==> config.mk <==
export PLATFORM = sky130hd
export DESIGN_NAME = sync_frame_serializer
export DESIGN_NICKNAME = d
export VERILOG_FILES = /design/src/rtl/sync_frame_serializer.sv
export SDC_FILE = /design/constraint.sdc
export NUM_CORES = 1
export LEC_CHECK = 0
export ABC_AREA = 1
export BUFFER_PORTS_ARGS = -buffer_cell sky130_fd_sc_hd__buf_4
export CORE_UTILIZATION = 50
export CTS_CLUSTER_DIAMETER = 200
export DETAILED_ROUTE_END_ITERATION = 12
export GPL_ROUTABILITY_DRIVEN = 0
export PLACE_DENSITY = 0.79
export SYNTH_ARGS = -nofsm -noshare
export SYNTH_HDL_FRONTEND = slang
export SYNTH_SLANG_ARGS = --single-unit
==> constraint.sdc <==
create_clock -name clock -period 1.6 [get_ports clock]
set_clock_uncertainty 0.15 [all_clocks]
set_input_delay 0.32 -clock clock [delete_from_list [all_inputs] [get_ports clock]]
set_output_delay 0.32 -clock clock [all_outputs]
set_load 0.02 [all_outputs]
==> src/rtl/sync_frame_serializer.sv <==
`default_nettype none
// ============================================================================
// Module  : sync_frame_serializer
// Brief   : Serializes 16-bit payload words into frames of SYNC + payload + gap.
// Revision: 1.0 - initial release
// ============================================================================
module sync_frame_serializer #(
    parameter logic [15:0] SYNC_WORD = 16'hAFAF,
    parameter int          GAP_BITS  = 2,
    parameter logic        IDLE_BIT  = 1'b0
) (
    input  logic        clock,
    input  logic        reset,
    input  logic        tx_enable,
    input  logic [15:0] word_in,
    input  logic        word_valid,
    output logic        word_ready,
    output logic        data,
    output logic        busy,
    output logic        frame_done,
    output logic [15:0] frames_sent
);

    localparam logic [1:0] S_IDLE    = 2'd0;
    localparam logic [1:0] S_SYNC    = 2'd1;
    localparam logic [1:0] S_PAYLOAD = 2'd2;
    localparam logic [1:0] S_GAP     = 2'd3;

    localparam logic       c_GAP_EN   = (GAP_BITS > 0);
    localparam logic [3:0] c_GAP_LOAD = (GAP_BITS > 0) ? 4'(GAP_BITS - 1) : 4'd0;

    logic [1:0]  r_state;
    logic [1:0]  w_state_nxt;
    logic [3:0]  r_cnt;
    logic [3:0]  w_cnt_nxt;
    logic [3:0]  w_cnt_dec;
    logic [15:0] r_payload;
    logic        r_data;
    logic        w_data_nxt;
    logic        r_done;
    logic [15:0] r_frames;
    logic        w_accept;
    logic        w_load;
    logic        w_frame_end;

    assign word_ready  = (r_state == S_IDLE) && tx_enable && !reset;
    assign w_accept    = word_valid && word_ready;
    assign w_cnt_dec   = r_cnt - 4'd1;
    assign data        = r_data;
    assign busy        = (r_state != S_IDLE);
    assign frame_done  = r_done;
    assign frames_sent = r_frames;

    always_ff @(posedge clock) begin
        if (reset) begin
            r_state <= S_IDLE;
        end else begin
            r_state <= w_state_nxt;
        end
    end

    always_comb begin
        w_state_nxt = r_state;
        case (r_state)
            S_IDLE:    if (w_accept) w_state_nxt = S_SYNC;
            S_SYNC:    if (r_cnt == 4'd0) w_state_nxt = S_PAYLOAD;
            S_PAYLOAD: if (r_cnt == 4'd0) w_state_nxt = c_GAP_EN ? S_GAP : S_IDLE;
            S_GAP:     if (r_cnt == 4'd0) w_state_nxt = S_IDLE;
            default:   w_state_nxt = S_IDLE;
        endcase
    end

    // Next line bit, bit counter and frame-completion strobe for the coming edge.
    always_comb begin
        w_data_nxt  = IDLE_BIT;
        w_cnt_nxt   = r_cnt;
        w_load      = 1'b0;
        w_frame_end = 1'b0;
        case (r_state)
            S_IDLE: begin
                if (w_accept) begin
                    w_data_nxt = SYNC_WORD[15];
                    w_cnt_nxt  = 4'd15;
                    w_load     = 1'b1;
                end
            end
            S_SYNC: begin
                if (r_cnt == 4'd0) begin
                    w_data_nxt = r_payload[15];
                    w_cnt_nxt  = 4'd15;
                end else begin
                    w_data_nxt = SYNC_WORD[w_cnt_dec];
                    w_cnt_nxt  = w_cnt_dec;
                end
            end
            S_PAYLOAD: begin
                if (r_cnt == 4'd0) begin
                    w_cnt_nxt   = c_GAP_LOAD;
                    w_frame_end = !c_GAP_EN;
                end else begin
                    w_data_nxt = r_payload[w_cnt_dec];
                    w_cnt_nxt  = w_cnt_dec;
                end
            end
            S_GAP: begin
                if (r_cnt == 4'd0) begin
                    w_frame_end = 1'b1;
                end else begin
                    w_cnt_nxt = w_cnt_dec;
                end
            end
            default: begin
                w_cnt_nxt = 4'd0;
            end
        endcase
    end

    always_ff @(posedge clock) begin
        if (reset) begin
            r_data    <= IDLE_BIT;
            r_cnt     <= 4'd0;
            r_payload <= 16'd0;
            r_done    <= 1'b0;
            r_frames  <= 16'd0;
        end else begin
            r_data <= w_data_nxt;
            r_cnt  <= w_cnt_nxt;
            r_done <= w_frame_end;
            if (w_load) begin
                r_payload <= word_in;
            end
            if (w_frame_end) begin
                r_frames <= r_frames + 16'd1;
            end
        end
    end

endmodule
`default_nettype wire

* After elaboration in Yosys (flattened, before gate mapping)
Memory sizes are Yosys's and may differ from the RTL's. Index checks and enable logic that the tools add are counted.
Word-level totals: flip-flop bits (word level) 40, ROM bits 16, input bits 20, output and inout bits 20, memories 1
Cells by class: $add $sub $neg 2, order comparisons 1, equal/unequal tests 8, multiplexer cells 20, reductions and logical operators 9
Memories:
- (name not given) | words 16, width 1, rd ports 1, clocked after memory_dff 0, write ports 0, line 92 | w_data_nxt = SYNC_WORD[w_cnt_dec];
Operator list (count):
- $add 16x1->16 const B | 1
- $mux 4 | 4
- $pmux 4 s4 | 1
- $ne 2x2->1 const B | 5
- $mux 1 | 8
- $mux 2 | 4
- $pmux 2 s4 | 1
- $lt 4x5->1 const B | 1
- $bmux 1 s4 | 1
- $eq 2x2->1 const B | 2
- $logic_not 4->1 | 1
- $reduce_and 4->1 | 1
- $sub 4x1->4 const B | 1
- $logic_and 1x1->1 | 3
- $pmux 1 s3 | 1
- $eq 2x1->1 const B | 1
- $logic_not 2->1 | 1
- $reduce_and 2->1 | 1
- $reduce_bool 2->1 | 1
- $logic_not 1->1 | 1

* Depth between registers and ports, before layout
word-level depth 6, mapped depth 10, depth with buffers taken out 10

* Worst setup path before layout
No wires, ideal clock.
path type register -> register, start reg r_state[0], end reg r_cnt[3], library setup time 122 ps, data arrival time 1445 ps, required time 1328 ps, path slack -116 ps, stages on the path, launching flop included 10, path buffers 0, clock period less this slack 1716 ps, path through dfxtp_1 inv_1 ha_1 nand2_1 nor2_2 nand2_2 nand2_1 nand2_1 nor2_1 a21oi_1
Between the ends: cells in the longest elaborated chain, start to end 6, elaborated cells between the ends (all ways) 11, those cells by class eq/ne (5); mux (1); reduce/logical (5)
RTL lines:
- start, declared | line 32 | logic [1:0] r_state;
- start signal, assigned | line 58 | r_state <= w_state_nxt;
- $logic_not 2->1 | line 46 | assign word_ready = (r_state == S_IDLE) && tx_enable && !reset;
- $logic_and 1x1->1 (2 in series) | line 46
- via word_ready | line 17 | output logic word_ready,
- $logic_and 1x1->1 | line 47 | assign w_accept = word_valid && word_ready;
- $ne 2x2->1 (no line)
- $reduce_and 2->1 (no line)
- end signal, assigned | line 127 | r_cnt <= w_cnt_nxt;
- end, declared | line 34 | logic [3:0] r_cnt;
The timed path passes the listed nets, and every way through them passes these cells. A chain may end at the register's enable or synchronous reset.

* Worst setup path in the final report
start reg r_state[0], end out word_ready
Between the ends: cells in the longest elaborated chain, start to end 3
RTL lines (line):
- $logic_not 2->1 | 46
- $logic_and 1x1->1 (2 in series) | 46
- end, declared | 17
No other way between the ends.

==> run summary <==
The flow ran to the end, but the final reports show violations. The checks that failed: negative setup slack. In the post-synthesis netlist, the biggest area contributors are sky130_fd_sc_hd__dfxtp_1, sky130_fd_sc_hd__nand2_1, sky130_fd_sc_hd__a21oi_1, sky130_fd_sc_hd__inv_1, sky130_fd_sc_hd__nand3_1. The final number of hold-violating endpoints came out at 0. The synthesized netlist devotes 35.7% of its cell area to simple gates. The combinational family with the most area after synthesis is simple AND/OR/NAND/NOR gates. The count of max-cap constraint violations is 0. The initial utilization of the core area, before any placement, comes to 52.6%. Across all layers, the routed design uses 2,141 vias. The area fraction of the dominant cell type after synthesis came out at 37.5%. At the end of the flow, the number of nets in the layout was 398. The yosys synthesis warning count came out at 0. The synthesized netlist cell count came out at 308. For this design the static power due to leakage is 1.33 nW. The routed wire length is 5260 um. The area growth from synthesis to layout is 39.7%. Using the TritonRoute via totals, the vias-per-cell ratio works out to 5.09.

The commonest register cell after synthesis is sky130_fd_sc_hd__dfxtp_1. The arrival time of data at the critical path endpoint is 1200 ps. The cell-internal power is 2.64 mW. The biggest cell delay along the critical path is 370 ps. The estimated wirelength of the detail-placed design is 3540 um. The library cell occupying the most area in the post-synthesis netlist is sky130_fd_sc_hd__dfxtp_1. The final critical-path required period is 1670 ps. For this run, the top clock speed supported by timing is 600 MHz. After synthesis, the share of flip-flops with an asynchronous set or reset is 0%. The post-route antenna net violation count came out at 0. Dividing total power by cell area gives a power density of 1360 mW/mm^2. The synthesized area per cell is 6.93 um^2. Before antenna repair, the detailed router went through 4 iterations.

The count of inserted antenna diode cells came out at 0. The floorplan has 23 rows. The die is 67.3 um wide. Sequential elements use 37.5% of the synthesized area. The total number of clock tree sinks is 40. In this run, synthesis produced a sequential element count of 40. The buffer cell driving the clock tree root is sky130_fd_sc_hd__clkbuf_8. The synthesized netlist devotes 12.5% of its cell area to compound gates. Including well taps, the total number of placed cells is 406. The max-slew violation count came to 0. The die outline area came out at 0.00453 mm^2. The number of different library cells in the post-synthesis netlist came out at 31. The startpoint type of the worst setup path is a flip-flop. The count of pins on the block boundary is 40. The post-detailed-placement cell area is 0.00261 mm^2. The fraction of the mapped netlist area in adder cells came out at 4.69%. The deepest level of the CTS H-tree came out at 2. Summed over all failing endpoints, the final setup total negative slack is -136 ps. The hold buffer count at cts is 0. The switching power is 1.42 mW. The initial antenna violation count is 0.

The switching power as a share of total power is 35.0%. The worst supply voltage drop on vdd came out at 0.000821 V. The utilization after layout came out at 73.5%. The final count of negative-setup-slack endpoints is 6. For this block, the initial DRC count from the detailed router was 100.

Port buffering added 39 buffers. The number of buffers between clock root and the deepest sink is 2. The number of cells in the finished layout apart from fillers is 421. The TritonCTS clock tree is built. The post-synthesis net count came out at 336. The share of synthesized area spent on multiplexers is 0%.

The largest individual stage delay along the critical path comes from the cell sky130_fd_sc_hd__dfxtp_4. The most frequent cell after synthesis is sky130_fd_sc_hd__nand2_1. In the final routed layout, each cell accounts on average for 12.5 um. The signal on the critical path passes through inv_4 > ha_4 > nand2_4 > nor2_4 > buf_6. The via count of the first global-routing pass came out at 1,868.

Of the total synthesized cell area, the portion taken by XOR and XNOR cells is 0.821%. The core footprint is 0.00406 mm^2. The slew at the pin with the worst max-slew slack is 467 ps.

The die boundary height is 67.3 um. In the synthesized netlist, the cells that appear most often are sky130_fd_sc_hd__nand2_1, sky130_fd_sc_hd__dfxtp_1, sky130_fd_sc_hd__a21oi_1, sky130_fd_sc_hd__inv_1, sky130_fd_sc_hd__nand3_1. The global-route congestion overflow total is 0.

The setup slack of the critical path after layout is -66.2 ps. The global-route wire length before repair is 8390 um. The clock transition at the register clock pins on the worst setup and hold paths after CTS is 80 ps.

The minimum hold slack came out at 130 ps. The relative contribution of the clock network to total power is 28.1%. The final period utilization is 104%. The number of buffers added by the clock tree synthesis step came out at 5. The finished cells cover 0.00298 mm^2. Setup repair after global routing could not meet its margin everywhere. In this run, the combinational gates consume 42.0% of the power.

The number of enable flip-flop cells after synthesis is 0. The relative slew slack is 68.8%. The classification of the worst-slack hold path is primary input to flip-flop. The critical path is of the flip-flop to output port type.

The clock latency on the worst-skew pair came out at 290 ps. The post-route DRC violation count came out at 0. The maximum net fanout on the critical path came out at 4. The post-route netlist has 35.8% of its cells at a drive strength greater than 1. The overall fraction of global-route tracks in use came out at 24.3%. The critical path required time came out at 1130 ps. The synthesized area came out at 0.00213 mm^2. In this run, flip-flops and latches consume 29.9% of the power. Entering global routing, the biggest net connects 28 pins.

STA classifies the critical path endpoint as an output port.
[final timing paths]
check                             startpoint             end  slack [ps]  cells after the start
worst max-delay path              r_state[0]      word_ready         -70                      5
worst min-delay path              word_in[4]    r_payload[4]         130                      3
worst max register to register    r_state[0]  frames_sent[4]         -50                      7
worst min register to register  r_payload[6]    r_payload[6]         320                      2
[critical path, delay by kind of cell (launching register included)]
| kind | cells | cell delay (ps) |
|---|---|---|
| flip-flops | 1 | 370 |
| buffers and inverters | 2 | 210 |
| AND/OR/NAND/NOR | 2 | 180 |
| adder cells (fa/ha/maj) | 1 | 150 |
[power by group through the flow]
stage | Sequential [mW] | Clock (mW) | Combinational [mW]
final | 1.21 | 1.14 | 1.71
after global routing | 1.22 | 1.20 | 1.90
after CTS | 1.19 | 1.16 | 1.53
after detailed placement | 1.20 | 0 | 1.33
after global placement | 1.19 | 0 | 1.30
after floorplan | 1.20 | 0 | 0.916
[sequential cells by signal, summed over array words and instances (netlist names)]
name and flops:
r_payload 16, frame_done 1, r_cnt 4, frames_sent 16, data 1, r_state 2
[kinds of logic after synthesis]
family,after synthesis
compound gates,53
xor+xnor,2
fa+ha+maj,8
buf+inv,46
flops,40
simple gates,159
[layer usage]
metal  GRT usage (%)  wire (um)
met5               0          0
met4            6.91         48
met3            5.41        225
met2            38.5       2560
met1            32.8       2420
[final cells by class]
| class | count | area (um^2) |
|---|---|---|
| Timing Repair Buffer | 63 | 492 |
| Fill cell | 314 | 1070 |
| Clock buffer | 5 | 68.8 |
| Clock inverter | 3 | 90.1 |
| Inverter | 38 | 159 |
| Sequential cell | 40 | 818 |
| Multi-Input combinational cell | 222 | 1290 |
| Tap cell | 50 | 62.6 |
[cells in the final DEF (no fill, tap or decap), types with 6 or more instances in the layout]
master                    instances
sky130_fd_sc_hd__a21oi_1         32
sky130_fd_sc_hd__buf_4           58
sky130_fd_sc_hd__dfxtp_1         34
sky130_fd_sc_hd__inv_1           24
sky130_fd_sc_hd__inv_2            8
sky130_fd_sc_hd__nand2_1         86
sky130_fd_sc_hd__nand2_4          6
sky130_fd_sc_hd__nand3_1         20
sky130_fd_sc_hd__nor2_1          14
sky130_fd_sc_hd__nor2_2           6
sky130_fd_sc_hd__o21ai_0         10
sky130_fd_sc_hd__o21ai_1          6
[through the flow]
| step | total power, mW | setup slack, ps |
|---|---|---|
| 6_report | 4.06 | -66.2 |
| 5_1_grt | 4.32 | -122 |
| 4_1_cts | 3.87 | -54.3 |
| 3_5_place_dp | 2.52 | -97.4 |
| 3_3_place_gp | 2.50 | -45.5 |
| 2_1_floorplan | 2.11 | -2.23 |
[repair_timing]
action                     in CTS  in global routing
gates resized for setup        23                 35
setup buffers                   3                  4
pin swaps                       4                 17
setup endpoints to repair      15                 19
(Power assumes the default switching activity.)
